===== config.mk =====
export PLATFORM = sky130hd
export DESIGN_NAME = iterative_divider
export DESIGN_NICKNAME = d
export VERILOG_FILES = /design/src/rtl/iterative_divider_pkg.sv /design/src/rtl/iterative_divider_trial_subtractor.sv /design/src/rtl/iterative_divider.sv
export SDC_FILE = /design/constraint.sdc
export NUM_CORES = 1
export LEC_CHECK = 0
export BUFFER_PORTS_ARGS = -buffer_cell sky130_fd_sc_hd__buf_2
export CAP_MARGIN = 10
export CORE_MARGIN = 2
export CORE_UTILIZATION = 60
export CTS_BUF_LIST = sky130_fd_sc_hd__clkbuf_2 sky130_fd_sc_hd__clkbuf_4 sky130_fd_sc_hd__clkbuf_8
export DETAILED_ROUTE_END_ITERATION = 16
export PLACE_DENSITY = 0.78
export SYNTH_ARGS = -nofsm -noshare
export SYNTH_HDL_FRONTEND = slang
export SYNTH_HIERARCHICAL = 1
export SYNTH_SLANG_ARGS = --single-unit

===== constraint.sdc =====
create_clock -name clk -period 39.6 [get_ports clk]
set_input_delay 3.96 -clock clk [delete_from_list [all_inputs] [get_ports clk]]
set_output_delay 3.96 -clock clk [all_outputs]
set_load 0.1 [all_outputs]

===== src/rtl/iterative_divider_pkg.sv =====
`default_nettype none
// ============================================================================
// Module      : iterative_divider_pkg
// Description : Shared width, state encodings and counter sizing for the
//               iterative restoring divider.
// Revision    : 1.0 - initial release
// ============================================================================
package iterative_divider_pkg;

    localparam int unsigned c_data_width = 32;

    typedef logic [1:0] div_state_t;

    localparam div_state_t c_st_idle = 2'b00;
    localparam div_state_t c_st_run  = 2'b01;
    localparam div_state_t c_st_fix  = 2'b10;
    localparam div_state_t c_st_done = 2'b11;

    // Wide enough to hold the value W itself, not just W-1.
    function automatic int unsigned cnt_width(input int unsigned w);
        return $clog2(w) + 1;
    endfunction

endpackage
`default_nettype wire


===== src/rtl/iterative_divider_trial_subtractor.sv =====
`default_nettype none
// ============================================================================
// Module      : iterative_divider_trial_subtractor
// Description : Ripple chain of full-adder cells computing A + ~B + 1.
//               o_no_borrow is the carry-out, set when A >= B (unsigned).
// Revision    : 1.0 - initial release
// ============================================================================
module iterative_divider_trial_subtractor #(
    parameter int unsigned WIDTH = 33
) (
    input  logic [WIDTH-1:0] i_a,
    input  logic [WIDTH-1:0] i_b,
    output logic [WIDTH-1:0] o_diff,
    output logic             o_no_borrow
);

    for (genvar i = 0; i < WIDTH; i++) begin : g_fa
        logic w_cin;
        logic w_cout;
        logic w_nb;

        if (i == 0) begin : g_lsb
            assign w_cin = 1'b1;
        end else begin : g_chain
            assign w_cin = g_fa[i-1].w_cout;
        end

        assign w_nb      = ~i_b[i];
        assign o_diff[i] = i_a[i] ^ w_nb ^ w_cin;
        assign w_cout    = (i_a[i] & w_nb) | (i_a[i] & w_cin) | (w_nb & w_cin);
    end

    assign o_no_borrow = g_fa[WIDTH-1].w_cout;

endmodule
`default_nettype wire


===== src/rtl/iterative_divider.sv =====
`default_nettype none
// ============================================================================
// Module      : iterative_divider
// Description : Multi-cycle restoring divider, one quotient bit per clock,
//               signed/unsigned, with START / BUSY / DONE handshake.
// Revision    : 1.0 - initial release
// ============================================================================
module iterative_divider
    import iterative_divider_pkg::*;
#(
    parameter int unsigned W = c_data_width
) (
    input  logic         clk,
    input  logic         rst_n,
    input  logic         i_start,
    input  logic         i_signed_op,
    input  logic [W-1:0] i_dividend,
    input  logic [W-1:0] i_divisor,
    output logic [W-1:0] o_quotient,
    output logic [W-1:0] o_remainder,
    output logic         o_busy,
    output logic         o_done,
    output logic         o_div_by_zero
);

    localparam int unsigned c_cnt_w = cnt_width(W);

    div_state_t         r_state;
    div_state_t         w_next_state;
    logic [c_cnt_w-1:0] r_cnt;
    logic [W-1:0]       r_rem;
    logic [W-1:0]       r_quo;
    logic [W-1:0]       r_div;
    logic [W-1:0]       r_quotient;
    logic [W-1:0]       r_remainder;
    logic               r_qneg;
    logic               r_rneg;
    logic               r_dbz;

    logic               w_busy;
    logic               w_done;
    logic               w_divisor_zero;
    logic               w_sign_a;
    logic               w_sign_b;
    logic [W-1:0]       w_mag_a;
    logic [W-1:0]       w_mag_b;
    logic [W:0]         w_trial_a;
    logic [W:0]         w_trial_b;
    logic [W:0]         w_trial_diff;
    logic               w_trial_ok;
    logic [W-1:0]       w_neg_q;
    logic [W-1:0]       w_neg_r;
    logic               w_neg_q_co;
    logic               w_neg_r_co;
    logic               w_unused;

    assign w_divisor_zero = (i_divisor == '0);
    assign w_sign_a       = i_signed_op & i_dividend[W-1];
    assign w_sign_b       = i_signed_op & i_divisor[W-1];
    assign w_mag_a        = w_sign_a ? (~i_dividend + W'(1)) : i_dividend;
    assign w_mag_b        = w_sign_b ? (~i_divisor + W'(1)) : i_divisor;

    // Shifted partial remainder {R, Q msb}; its top bit is always clear when
    // the trial fails because the shifted value is then below the divisor.
    assign w_trial_a = {r_rem, r_quo[W-1]};
    assign w_trial_b = {1'b0, r_div};

    iterative_divider_trial_subtractor #(.WIDTH(W + 1)) u_trial (
        .i_a         (w_trial_a),
        .i_b         (w_trial_b),
        .o_diff      (w_trial_diff),
        .o_no_borrow (w_trial_ok)
    );

    iterative_divider_trial_subtractor #(.WIDTH(W)) u_neg_q (
        .i_a         ('0),
        .i_b         (r_quo),
        .o_diff      (w_neg_q),
        .o_no_borrow (w_neg_q_co)
    );

    iterative_divider_trial_subtractor #(.WIDTH(W)) u_neg_r (
        .i_a         ('0),
        .i_b         (r_rem),
        .o_diff      (w_neg_r),
        .o_no_borrow (w_neg_r_co)
    );

    assign w_unused = w_trial_diff[W] ^ w_neg_q_co ^ w_neg_r_co;

    always_ff @(posedge clk or negedge rst_n) begin
        if (!rst_n) begin
            r_state <= c_st_idle;
        end else begin
            r_state <= w_next_state;
        end
    end

    always_comb begin
        w_next_state = r_state;
        case (r_state)
            c_st_idle: begin
                if (i_start) begin
                    w_next_state = w_divisor_zero ? c_st_done : c_st_run;
                end
            end
            c_st_run: begin
                if (r_cnt == c_cnt_w'(1)) begin
                    w_next_state = c_st_fix;
                end
            end
            c_st_fix: w_next_state = c_st_done;
            default:  w_next_state = c_st_idle;
        endcase
    end

    always_comb begin
        w_busy = 1'b0;
        w_done = 1'b0;
        case (r_state)
            c_st_run, c_st_fix: w_busy = 1'b1;
            c_st_done:          w_done = 1'b1;
            default:            ;
        endcase
    end

    always_ff @(posedge clk or negedge rst_n) begin
        if (!rst_n) begin
            r_cnt       <= '0;
            r_rem       <= '0;
            r_quo       <= '0;
            r_div       <= '0;
            r_qneg      <= 1'b0;
            r_rneg      <= 1'b0;
            r_quotient  <= '0;
            r_remainder <= '0;
            r_dbz       <= 1'b0;
        end else begin
            case (r_state)
                c_st_idle: begin
                    if (i_start) begin
                        r_rem  <= '0;
                        r_quo  <= w_mag_a;
                        r_div  <= w_mag_b;
                        r_cnt  <= c_cnt_w'(W);
                        r_qneg <= w_sign_a ^ w_sign_b;
                        r_rneg <= w_sign_a;
                        // Divide-by-zero skips the iterations entirely.
                        if (w_divisor_zero) begin
                            r_quotient  <= '1;
                            r_remainder <= i_dividend;
                            r_dbz       <= 1'b1;
                        end
                    end
                end
                c_st_run: begin
                    r_rem <= w_trial_ok ? w_trial_diff[W-1:0] : w_trial_a[W-1:0];
                    r_quo <= {r_quo[W-2:0], w_trial_ok};
                    r_cnt <= r_cnt - c_cnt_w'(1);
                end
                c_st_fix: begin
                    r_quotient  <= r_qneg ? w_neg_q : r_quo;
                    r_remainder <= r_rneg ? w_neg_r : r_rem;
                    r_dbz       <= 1'b0;
                end
                default: ;
            endcase
        end
    end

    assign o_quotient    = r_quotient;
    assign o_remainder   = r_remainder;
    assign o_busy        = w_busy;
    assign o_done        = w_done;
    assign o_div_by_zero = r_dbz;

endmodule
`default_nettype wire


* Word level (Yosys, flattened, before mapping)
Index checks and enable logic that the tools add are counted.
** Cells by class
- Add/sub/neg operators :: 3
- Eq/ne operators :: 7
- Multiplexer cells :: 26
- Bitwise logic cells :: 448
- Reduce and logical (&&, ||, !) cells :: 9
** Operators by type and width (number)
- two-way mux 32 bit :: 11
- case mux 32 bit (2 select lines) :: 4
- AND 1 bit :: 157
- XOR 1 bit :: 126
- inverter 1 bit :: 97
- OR 1 bit :: 66
- adder 32 x 1 -> 32 bit (second input constant) :: 2
- inverter 32 bit :: 2
- logical NOT 32 bit :: 1
- case mux 6 bit (2 select lines) :: 1
- == test 6 x 1 -> 1 bit (second input constant) :: 1
- two-way mux 2 bit :: 3
- two-way mux 6 bit :: 1
- != test 2 bit (second input constant) :: 3
- case mux 2 bit (3 select lines) :: 1
- AND reduction 2 bit :: 3
- subtractor 6 x 1 -> 6 bit (second input constant) :: 1
- == test 2 bit (second input constant) :: 2
- two-way mux 1 bit :: 4
- nonzero test 2 bit :: 2
- AND reduction 3 bit :: 1
- == test 2 x 1 -> 1 bit (second input constant) :: 1
- logical NOT 2 bit :: 1
- case mux 1 bit (2 select lines) :: 1
- OR reduction 2 bit :: 1
** Word-level totals
- Register bits after elaboration :: 171
- Input bits :: 68
- Output and inout port bits :: 67

* Logic depth before layout (Yosys ltp)
- Depth after elaboration :: 102
- Depth in mapped cells :: 39
- Depth with buffers taken out :: 37

* Cells and area by module
Netlist, hierarchy kept.
** Modules (own cells, without submodules)
- iterative_divider :: instances 1, cells each 948, area an instance 9449.1 um2, sequential area each 4279.1 um2
- iterative_divider_trial_subtractor (u_neg_q ...) :: instances 2, cells each 96, area an instance 873.3 um2, sequential area each 0.0 um2
- iterative_divider_trial_subtractor (u_trial) :: instances 1, cells each 99, area an instance 900.9 um2, sequential area each 0.0 um2

* Least setup slack after synthesis
No wires, ideal clock.
- Path type :: register to register
- Start :: register r_quo[31]
- End :: register r_rem[3]
- Setup time :: 0.135 ns
- Arrival :: 13.567 ns
- Data required time :: 39.465 ns
- Path slack :: 25.898 ns
- Stages on the path, launching flop included :: 40
- Buffers on the path :: 2
- Clock period less this slack :: 13.702 ns
- Cell sequence :: dfrtp_1 -> inv_1 -> ha_1 -> fa_1 -> fa_1 -> fa_1 -> fa_1 -> fa_1 -> fa_1 -> fa_1 -> fa_1 -> fa_1 -> fa_1 -> fa_1 -> fa_1 -> fa_1 -> fa_1 -> fa_1 -> (+4 left out) -> fa_1 -> fa_1 -> fa_1 -> fa_1 -> fa_1 -> fa_1 -> fa_1 -> fa_1 -> fa_1 -> fa_1 -> fa_1 -> fa_1 -> inv_1 -> fa_1 -> clkbuf_1 -> clkbuf_1 -> mux2i_1 -> o21ai_0
** On the way
- Word-level cells in the longest chain between the ends :: 101
- Elaborated cells between the ends (all ways) :: 133
- Those cells by class :: mux (2); bitwise (131)
** Ends and longest elaborated chain
- from (decl) :: line iterative_divider.sv:32 : logic [W-1:0] r_quo;
- from (signal assigned) :: line iterative_divider.sv:143 : r_quo <= w_mag_a;
- from (signal assigned) :: line iterative_divider.sv:158 : r_quo <= {r_quo[W-2:0], w_trial_ok};
- AND 1 bit :: line iterative_divider_trial_subtractor.sv:30 : assign w_cout = (i_a[i] & w_nb) | (i_a[i] & w_cin) | (w_nb & w_cin);
- OR 1 bit (*) (2 in a row) :: line iterative_divider_trial_subtractor.sv:30
- AND 1 bit :: line iterative_divider_trial_subtractor.sv:30
- OR 1 bit :: line iterative_divider_trial_subtractor.sv:30
- OR 1 bit (*) :: line iterative_divider_trial_subtractor.sv:30
- AND 1 bit :: line iterative_divider_trial_subtractor.sv:30
- OR 1 bit :: line iterative_divider_trial_subtractor.sv:30
- OR 1 bit (*) :: line iterative_divider_trial_subtractor.sv:30
- (+85 left out)
- OR 1 bit :: line iterative_divider_trial_subtractor.sv:30
- OR 1 bit (*) :: line iterative_divider_trial_subtractor.sv:30
- AND 1 bit :: line iterative_divider_trial_subtractor.sv:30
- OR 1 bit :: line iterative_divider_trial_subtractor.sv:30
- OR 1 bit (*) :: line iterative_divider_trial_subtractor.sv:30
- net w_trial_ok :: line iterative_divider.sv:50 : logic w_trial_ok;
- two-way mux 32 bit (*) :: line iterative_divider.sv:157 : r_rem <= w_trial_ok ? w_trial_diff[W-1:0] : w_trial_a[W-1:0];
- case mux 32 bit (2 select lines) (*) :: line iterative_divider.sv:139 : case (r_state)
- to (signal assigned) :: line iterative_divider.sv:157
- to (decl) :: line iterative_divider.sv:31 : logic [W-1:0] r_rem;
Mark *: on every way through the listed nets, which the timed path passes. The rest lies on a longest branch.
A chain may end at the register's enable or synchronous reset.

* Worst setup path after layout
- Start :: register r_quo[31]
- End :: register r_rem[15]
Same word-level chain as after synthesis.

==> flow_metrics.tcl <==
set metrics [dict create \
    clk_pin_slew_ns 0.09 \
    htreeDepth 4 \
    ys_warn_count 6 \
    p_leak_nw 6.005 \
    antenna_found_initial 1 \
    syn_area_um2 12100 \
    worstSetupEndpointType "register" \
    grt_pass1_wl_um 45170 \
    viasPerCell 5.441 \
    grt-ovfl-total 0 \
    drc 0 \
    critical_path.max_fanout 33 \
    switching_share 0.5308 \
    synth_top_family_by_area "adder cells" \
    cp.required_ns 39.93 \
    drive_gt1_frac 0.1596 \
    crit_buf_inv 2 \
    ys_top_cells_by_area "dfrtp_1 35%, fa_1 16%, mux2i_1 8.1%, inv_1 6.5%, nand2_1 4.0%" \
    fin_ws_ns 25.13 \
    num_io_pins 135 \
    synth_cells 1239 \
    tns_ns 0 \
    avgRoutedWirePerCell_um 15.80 \
    postCtsSetupBuffers 0 \
    clock_latency_ns 0.46 \
    tightest_slew_ns 1.211 \
    synth-async-reset-ratio 1.000 \
    vias 9152 \
    p_comb_frac 0.590 \
    ys_ff_latch 171 \
    pwr-share-seq 0.285 \
    fin_crit_sh 0.3653 \
    start_util 0.6155 \
    cp_top_family "adder cells" \
    dieHeight_um 146.0 \
    syn_avg_cell_area_um2 9.763 \
    fin_crit_ns 14.47 \
    skew_ns 0.01145 \
    grt_max_degree 92 \
    cp-start-kind "register" \
    synth_edf_count 0 \
    drv_slew 0 \
    synth.largest_area_cell "dfrtp_1" \
    drt_wl_total_um 26570 \
    cp.arrival_ns 14.80 \
    nets 1576 \
    dieArea_um2 21310 \
    gp_congestion 0.8857 \
    cp_slowest_cell "fa_2" \
    synth_seq_area_share 0.3537 \
    dr.pass1.iters 6 \
    synth_top_flop_cell "dfrtp_1" \
    cts.sinks 171 \
    irDropWorstVdd_mv 0.05341 \
    numPortBuffers 134 \
    clk_path_buf_depth 2 \
    outcome "finished clean" \
    clockRootBuffer "clkbuf_8" \
    yosys.area_share.simple 0.09061 \
    clkPwrFrac 0.125 \
    critPathKind "register to register" \
    slew_headroom 0.1910 \
    core_area_um2 19650 \
    yosysTopAreaCellShare 0.3537 \
    synth_cell_type_count 57 \
    area_delta_synth_final_pct 12.44 \
    cts_hold_buf 0 \
    grt_pass1_vias 9012 \
    die_x_um 146.0 \
    fmax_ghz 0.06912 \
    place_hpwl_um 19830 \
    rsz0062_at_grt "no" \
    synthXorXnorAreaFrac 0.04561 \
    cp_slowest_stage_delay_ns 0.94 \
    hold_class "register to register" \
    cts_buffers 17 \
    intPower_mw 0.5358 \
    maxCapViolations 0 \
    pre_cts_ws_ns 25.21 \
    p_per_area_nw_per_um2 83.95 \
    num_rows 51 \
    cts_tree "yes" \
    synthAdderAreaFrac 0.1669 \
    hold_viol 0 \
    track_usage 0.2606 \
    muxShareOfSynthArea 0.1109 \
    drt_iter0_markers 554 \
    finalSetupViolCount 0 \
    antenna_left 0 \
    cp_common_cell "fa_1" \
    cts-resized-gates 0 \
    p_switching_mw 0.6061 \
    synth_compound_area_frac 0.1409 \
]
worst paths after layout:
kind / start / end / slack, ns / cells after the start
max in group asynchronous: rst_n / r_rem[27] / 34.50 / 2
min in group asynchronous: rst_n / o_quotient[5] / 3.54 / 1
worst min-delay path: o_div_by_zero / o_div_by_zero / 0.52 / 1
worst max register to register: r_quo[31] / r_rem[15] / 25.13 / 37
worst min register to register: o_div_by_zero / o_div_by_zero / 0.52 / 1
worst max-delay path: r_quo[31] / r_rem[15] / 25.13 / 37
synth_stat cells (all sizes together) (3+ instances only):
cell     count
a21oi       37
a22oi        3
a2bb2oi     32
a31oi        9
and2         3
and3         4
buf         20
clkbuf      43
dfrtp      171
fa          94
ha          11
inv        210
mux2        32
mux2i       98
nand2      129
nand2b       3
nand3        3
nor2        51
nor3        12
nor4         9
o21ai      103
o221a       32
o22ai       18
o31ai        9
o41ai        5
or2          6
or3          5
or4          6
xnor2       39
xor2        24
logic make-up after synthesis:
group	after synthesis
DFF	171
xor gates and xnor gates	63
other	1
muxes	130
AOI/OAI and AO/OA	255
adders and majority gates	105
and+or+nand+nor	241
buffers and inverters	273
final cells by class:
type	count	area [µm²]
tap	265	331.6
multi-input combinational	859	6984
sequential	171	4280
clock buffer	23	304.0
timing repair buffer	144	752.0
fill	1595	6052
clock inverter	9	158.9
inverter	210	788.3
antenna	1	2.502
state kept, by name, summed over array words and instances (netlist names):
| register | count |
|---|---|
| r_quo | 32 |
| r_qneg | 1 |
| o_quotient | 32 |
| r_div | 32 |
| r_rneg | 1 |
| o_div_by_zero | 1 |
| r_cnt | 6 |
| r_state | 2 |
| r_rem | 32 |
| o_remainder | 32 |
worst register-to-register path, delay by kind of cell (launching register included):
kind | cells | cell delay, ns
compound gates | 1 | 0.09
buf+inv | 2 | 0.15
fa+ha+maj | 33 | 13.32
flops | 1 | 0.47
mux | 1 | 0.32
power by group through the flow:
| stage | logic, mW | registers, mW | clock network, mW |
|---|---|---|---|
| CTS | 0.676 | 0.326 | 0.145 |
| global route | 0.737 | 0.338 | 0.151 |
| floorplan | 0.350 | 0.511 | 0 |
| global placement | 0.650 | 0.325 | 0 |
| finish | 0.674 | 0.325 | 0.143 |
| detailed placement | 0.674 | 0.329 | 0 |
layer usage:
metal	vias to the layer above	GRT usage	wire (µm)
met1	4429	0.3522	11430
met4	0	0.08495	714
met3	57	0.03887	1426
li1	4381	-	-
met2	285	0.4363	13000
met5	-	0	0
cells in the final DEF, fill, tap and decap left out, drive strengths merged, types with 4 or more instances in the layout:
| cell type | count |
|---|---|
| inv | 211 |
| dfrtp | 171 |
| buf | 144 |
| nand2 | 129 |
| o21ai | 103 |
| mux2i | 98 |
| fa | 94 |
| conb | 65 |
| nor2 | 51 |
| xnor2 | 39 |
| a21oi | 37 |
| a2bb2oi | 32 |
| mux2 | 32 |
| o221a | 32 |
| xor2 | 24 |
| clkbuf | 23 |
| o22ai | 18 |
| nor3 | 12 |
| ha | 11 |
| o31ai | 9 |
| a31oi | 9 |
| nor4 | 9 |
| or2 | 6 |
| or4 | 6 |
| or3 | 5 |
| o41ai | 5 |
| and3 | 4 |
| bufinv | 4 |
per-stage QoR:
stage               instances  area (µm²)    util  total power [mW]  hold WS, ns
detailed placement       1649       13140  0.6684             1.003       0.4998
global placement         1649       13140  0.6684            0.9755       0.4718
floorplan                1303       12340       -            0.8613       0.4538
global route             1681       13600  0.6919             1.226       0.5486
CTS                      1681       13600  0.6919             1.146       0.5207
finish                   1682       13600  0.6921             1.142       0.5193
No activity file was read; power rests on OpenSTA's default activity.
